### src/rtl/apu_pkg.sv
// Shared APU constants and types used by the channel back ends.
package apu_pkg;

   localparam logic [14:0] LFSR_SEED = 15'h7FFF;
   localparam int          LEN_FULL  = 64;

   typedef enum logic {ENV_DOWN = 1'b0, ENV_UP = 1'b1} env_dir_t;

   // NR4x bit positions
   localparam int NR44_TRIG   = 7;
   localparam int NR44_LEN_EN = 6;
   localparam int NR43_WIDTH  = 3;
   localparam int NR42_DIR    = 3;

endpackage

### src/rtl/volume_envelope.sv
// NR42 latch plus volume envelope; shared with the square channels.
module volume_envelope
   import apu_pkg::*;
(
   input  logic       clk,
   input  logic       reset,
   input  logic       cpu_en,
   input  logic [7:0] new_data,
   input  logic       nr42_write,
   input  logic       trigger,
   input  logic       envelope_tick,
   input  logic       enable,
   output logic [7:0] nr42,
   output logic [3:0] volume,
   output logic       dac_on
);

   logic [2:0] timer;
   logic [2:0] period;
   env_dir_t   dir;

   assign period = nr42[2:0];
   assign dir    = env_dir_t'(nr42[NR42_DIR]);
   assign dac_on = (nr42[7:3] != 5'd0);

   always_ff @(posedge clk) begin
      if (reset) begin
         nr42   <= 8'h00;
         volume <= 4'h0;
         timer  <= 3'd0;
      end else begin
         if (cpu_en && nr42_write)
            nr42 <= new_data;
         if (trigger) begin
            volume <= nr42[7:4];
            timer  <= period;
         end else if (envelope_tick && enable && period != 3'd0) begin
            // a timer already at 0 (period written after trigger) expires immediately
            if (timer <= 3'd1) begin
               timer <= period;
               if (dir == ENV_UP && volume != 4'hF)
                  volume <= volume + 4'd1;
               else if (dir == ENV_DOWN && volume != 4'h0)
                  volume <= volume - 4'd1;
            end else begin
               timer <= timer - 3'd1;
            end
         end
      end
   end

endmodule

### src/rtl/noise_lfsr_channel.sv
// CH4 back end: LFSR, trigger, length counter and amplitude gating.
module noise_lfsr_channel
   import apu_pkg::*;
#(
   parameter int LEN_BITS = $clog2(LEN_FULL)
) (
   input  logic       clk,
   input  logic       reset,
   input  logic       slow_clk_en,
   input  logic       cpu_en,
   input  logic       next_step,
   input  logic       length_tick,
   input  logic       envelope_tick,
   input  logic [7:0] new_data,
   input  logic       nr41_write,
   input  logic       nr42_write,
   input  logic       nr43_write,
   input  logic       nr44_write,
   output logic [7:0] nr42,
   output logic       length_en,
   output logic       active,
   output logic [3:0] amplitude
);

   localparam logic [LEN_BITS:0] LEN_MAX = {1'b1, {LEN_BITS{1'b0}}};

   logic [14:0]       lfsr;
   logic [14:0]       lfsr_next;
   logic              width_mode;
   logic [LEN_BITS:0] len_cnt;
   logic [3:0]        volume;
   logic              dac_on;
   logic              trigger;
   logic              nr41_wr;
   logic              len_dec;
   logic              fb;

   assign trigger = cpu_en & nr44_write & new_data[NR44_TRIG];
   assign nr41_wr = cpu_en & nr41_write;
   // trigger and NR41 writes both pre-empt a same-cycle length tick
   assign len_dec = length_tick & length_en & (len_cnt != '0) & ~trigger & ~nr41_wr;

   assign fb = lfsr[0] ^ lfsr[1];
   always_comb begin
      lfsr_next = {fb, lfsr[14:1]};
      if (width_mode)
         lfsr_next[6] = fb;
   end

   assign amplitude = (active & ~lfsr[0]) ? volume : 4'h0;

   volume_envelope u_env (
      .clk           (clk),
      .reset         (reset),
      .cpu_en        (cpu_en),
      .new_data      (new_data),
      .nr42_write    (nr42_write),
      .trigger       (trigger),
      .envelope_tick (envelope_tick),
      .enable        (active),
      .nr42          (nr42),
      .volume        (volume),
      .dac_on        (dac_on)
   );

   always_ff @(posedge clk) begin
      if (reset) begin
         lfsr       <= LFSR_SEED;
         width_mode <= 1'b0;
         len_cnt    <= '0;
         length_en  <= 1'b0;
         active     <= 1'b0;
      end else begin
         if (cpu_en && nr43_write)
            width_mode <= new_data[NR43_WIDTH];
         if (cpu_en && nr44_write)
            length_en <= new_data[NR44_LEN_EN];

         if (trigger)
            lfsr <= LFSR_SEED;
         else if (slow_clk_en && next_step && active)
            lfsr <= lfsr_next;

         if (nr41_wr)
            len_cnt <= LEN_MAX - {1'b0, new_data[LEN_BITS-1:0]};
         else if (trigger) begin
            if (len_cnt == '0)
               len_cnt <= LEN_MAX;
         end else if (len_dec)
            len_cnt <= len_cnt - 1'b1;

         if (trigger)
            active <= dac_on;
         else if (cpu_en && nr42_write && new_data[7:3] == 5'd0)
            active <= 1'b0;
         else if (len_dec && len_cnt == {{LEN_BITS{1'b0}}, 1'b1})
            active <= 1'b0;
      end
   end

endmodule

### config.mk
export PLATFORM = sky130hd
export DESIGN_NAME = noise_lfsr_channel
export DESIGN_NICKNAME = d
export VERILOG_FILES = /design/src/rtl/apu_pkg.sv /design/src/rtl/volume_envelope.sv /design/src/rtl/noise_lfsr_channel.sv
export SDC_FILE = /design/constraint.sdc
export NUM_CORES = 1
export LEC_CHECK = 0
export CAP_MARGIN = 20
export CORE_ASPECT_RATIO = 1.75
export CORE_MARGIN = 2
export CORE_UTILIZATION = 45
export DETAILED_ROUTE_END_ITERATION = 12
export GPL_TIMING_DRIVEN = 0
export PLACE_DENSITY = 0.65
export SETUP_SLACK_MARGIN = 0.2
export SYNTH_ARGS = -nofsm -noshare
export SYNTH_HDL_FRONTEND = slang
export SYNTH_HIERARCHICAL = 1
export SYNTH_SLANG_ARGS = --single-unit
export TNS_END_PERCENT = 20
### constraint.sdc
create_clock -name clk -period 4.4 [get_ports clk]
set_input_delay 1.1 -clock clk [delete_from_list [all_inputs] [get_ports clk]]
set_output_delay 1.1 -clock clk [all_outputs]
set_load 0.1 [all_outputs]
Word-level counts from Yosys, hierarchy flattened
Cells that the tools add are included.

Reduce and logical (&&, ||, !) cells: 25. Magnitude comparators: 1. Add/sub/neg operators: 5. Bitwise gates (word level): 13. Equal/unequal tests: 3. Muxes and demuxes: 17.

Operators with widths (count): $mux W7 (4); $mux W4 (6); $reduce_bool A3 Y1 (4); $logic_and A1 B1 Y1 (11); $mux W3 (3); $and A1 B1 Y1 (8); $eq A7 B1 Y1 const B (1); $logic_not A7 Y1 (1); $reduce_bool A7 Y1 (1); $sub A7 B1 Y7 const B (1); $sub A7 B6 Y7 const A (1); $logic_not A5 Y1 (1); $reduce_bool A5 Y1 (1); $add A4 B1 Y4 const B (1); $mux W1 (4); $ne A4 B4 Y1 const B (1); $not A1 Y1 (4); $reduce_bool A2 Y1 (2); $reduce_bool A4 Y1 (1); $sub A4 B1 Y4 const B (1); $le A3 B1 Y1 const B (1); $ne A3 B1 Y1 const B (1); $reduce_and A3 Y1 (1); $sub A3 B1 Y3 const B (1); other kinds (3) (3).

Register bits after elaboration: 40. Word-level logic and storage cells: 72.

Logic depth before layout (Yosys ltp)
Word-level depth: 9. Depth in mapped cells: 8. Depth with buffers taken out: 8.

Hierarchy
The synthesis kept the hierarchy.

By module, submodules not included: noise_lfsr_channel (instances 1, cells each 171, seq. area each 500.5 um^2, area an instance 1371.3 um^2); volume_envelope (instances 1, cells each 102, seq. area each 300.3 um^2, area an instance 852.1 um^2).

Least setup slack after synthesis
No wires, ideal clock.

Path type: reg-to-output. Start point: reg active. End point: out amplitude[0]. Setup slack: 1283 ps. Arrival: 2017 ps. Required time: 3300 ps. Stages on the path, launching flop included: 3. Path buffers: 0. Path through: dfxtp_1 -> nor2b_1 -> and2_1.

Cells in the longest elaborated chain, start to end: 2.

RTL lines: start, declared (RTL line noise_lfsr_channel.sv:21) `output logic active,`; start signal, assigned (RTL line noise_lfsr_channel.sv:93) `active <= dac_on;`; $and A1 B1 Y1 (RTL line noise_lfsr_channel.sv:50) `assign amplitude = (active & ~lfsr[0]) ? volume : 4'h0;`; $mux W4 (RTL line noise_lfsr_channel.sv:50); end, declared (RTL line noise_lfsr_channel.sv:22) `output logic [3:0] amplitude`.

Every way passes these cells.

Worst setup path after layout
Same ends and word-level chain as after synthesis.

==> out/metrics.csv <==
metric,value,unit
via count,2082,
Die Wd,57.1,um
Max IR drop VDD,250,uV
Leakage,1.01,nW
number of synthesized flops with an enable pin,0,
Die H,97.0,um
FF/Latch Area,801,um^2
Skew-Pair Late Insertion Delay,290,ps
first-pass GRT wire length,8850,um
GP Congestion,0.909,
Yosys reg bits,40,
cells after synthesis,273,
Die Area,0.00554,mm^2
TritonCTS buffer count,5,
final total power,0.819,mW
"top cells by area, synth","dfxtp_1 (36%), nand2_1 (8.1%), nand3_1 (6.3%)",
filler instances,473,
Final ANT Viol Nets,0,
Max clock buf depth,2,
fmax,0.294,GHz
Layout area overhead,21.1,%
drt wl/cell,14.5,um
Final Cycle Share,77.2,%
DR pass1 iterations,4,
diode count,0,
DRC viols,0,
"Slew Viols, Final",0,
top cell type's share of synthesized area,36.0,%
Synth cell types,57,
max-cap viol count,0,
final hold violations,0,
cts hold-fix bufs,0,
register area share after synthesis,36.0,%
number of I/O pins,33,
Post-Syn Area,0.00222,mm^2
syn_nets,301,
Final HPWL DP,4050,um
"Remaining Overflow, GRT",0,
worst hold path type,reg2reg,
crit path time final,3400,ps
vias in the first global route,1952,
Initial Utilization,47.2,%
std cell rows,33,
CTS tree,yes,
clock-pin slew on the worst setup and hold paths,70,ps
Ys Warns,6,
"count leader, synth",nand2_1,
outcome,finished clean,
Setup Skew,5.50,ps
cell chosen for the clock root,clkbuf_8,
CTS resizes,0,
share of layout cells above drive strength 1,7.69,%
Synth Flop Type,dfxtp_1,
most frequent cells after synthesis,"nand2_1 (48), dfxtp_1 (40), nand3_1 (28), a21oi_1 (18), nor2_1 (12)",
relative slew slack,35.1,%
Setup TNS,0,ps
clk sink count,40,
Yosys top cell by area,dfxtp_1,
required time worst endpoint,3300,ps
DR vias/cell,5.72,
startpoint types,register,
Final setup viols,0,
crit end category,output port,
largest net degree at the start of global routing,14,
Initial DRC Count,44,
Synth async-reset ratio,0,%
PD cells,304,mW/mm^2
Core ar.,0.00471,mm^2
setup bufs post-CTS,0,
H-tree Lvls,2,
Tot GR Track Use,19.8,%
Port-buffer cells,31,
initial antenna violation count,0,
Layout Nets,339,
multi-input logic area,0.00133,mm^2
syn avg cell area,8.14,um^2
RSZ-0062 raised after global routing,false,
WL final,5260,um
"Worst Path Class, Setup",reg2out,
Crit path arrival time,2300,ps
Worst-Margin Slew,971,ps
"Max FO, Critical Path",6,
[state kept, by name (all words and copies together) (netlist names)]
| register | cells |
|---|---|
| width_mode | 1 |
| active | 1 |
| u_env/nr42 | 8 |
| u_env/timer | 3 |
| length_en | 1 |
| lfsr | 15 |
| len_cnt | 7 |
| u_env/volume | 4 |
[kinds of logic after synthesis]
group,count (synthesis),share of synthesized area [%]
XOR/XNOR,8,3.15
buffers and inverters,23,4.05
AND/OR/NAND/NOR,128,29.5
flip-flops,40,36.0
multiplexers,3,1.41
AO/OA/AOI/OAI,62,20.5
adder cells (fa/ha/maj),9,5.40
[worst max-delay path, stage by stage (launching register included)]
cell	delay, ps
dfxtp_1	490
nor2b_1	250
and2_1	150
clkdlybuf4s50_1	1130
[stage by stage]
| step | cell area, um^2 | setup slack (ps) | hold WS, ps | cells | utilization, % |
|---|---|---|---|---|---|
| 2_1_floorplan | 2220 | 1280 | 438 | 273 | - |
| 3_3_place_gp | 2600 | 1050 | 451 | 356 | 55.2 |
| 3_5_place_dp | 2600 | 1000 | 451 | 356 | 55.2 |
| 4_1_cts | 2690 | 950 | 471 | 364 | 57.2 |
| 5_1_grt | 2690 | 842 | 493 | 364 | 57.2 |
| 6_report | 2690 | 1000 | 469 | 364 | 57.2 |
[cells in the final DEF (no fill, tap or decap), types with 4 or more instances in the layout]
cell type         n
nor3_1            7
and2_1            6
nor2_1           12
nand3_1          28
clkbuf_1         11
a21oi_1          18
o211ai_1          4
clkbuf_8          6
dfxtp_1          40
o21ai_0           4
inv_1            10
o31ai_1           5
clkdlybuf4s50_1  31
xnor2_1           5
ha_1              8
nand2_1          48
[routing by layer]
layer	vias up	global-route usage [%]	wire [um]	part of all wire (%)
met3	8	3.74	178	3.4
met1	975	22.9	2220	42
met4	0	9.30	95	1.8
met2	46	34.0	2770	53
met5	-	0	0	0
li1	1053	-	-	-
[layout make-up]
| cell class | instances | area share (%) |
|---|---|---|
| Clock inverter | 1 | 0.279 |
| Multi-Input combinational cell | 210 | 49.5 |
| Buffer | 13 | 1.95 |
| Timing Repair Buffer | 31 | 11.5 |
| Tap cell | 52 | 2.42 |
| Inverter | 10 | 1.39 |
| Clock buffer | 7 | 3.21 |
| Sequential cell | 40 | 29.7 |
[final timing paths]
check | startpoint | end | slack [ps] | depth (start not counted)
min | lfsr[4] | lfsr[4] | 470 | 2
min reg2reg | lfsr[4] | lfsr[4] | 470 | 2
max reg2reg | u_env/volume[0] | u_env/volume[3] | 2380 | 8
max | active | amplitude[0] | 1000 | 3
[report_power, final]
part	internal [mW]	leakage, nW	switching [mW]
sequential	0.375	0.326	0.0150
clock	0.127	0.0445	0.125
combinational	0.0687	0.638	0.108
total	0.571	1.01	0.248
Note: power is estimated with default switching activity, not from simulation.
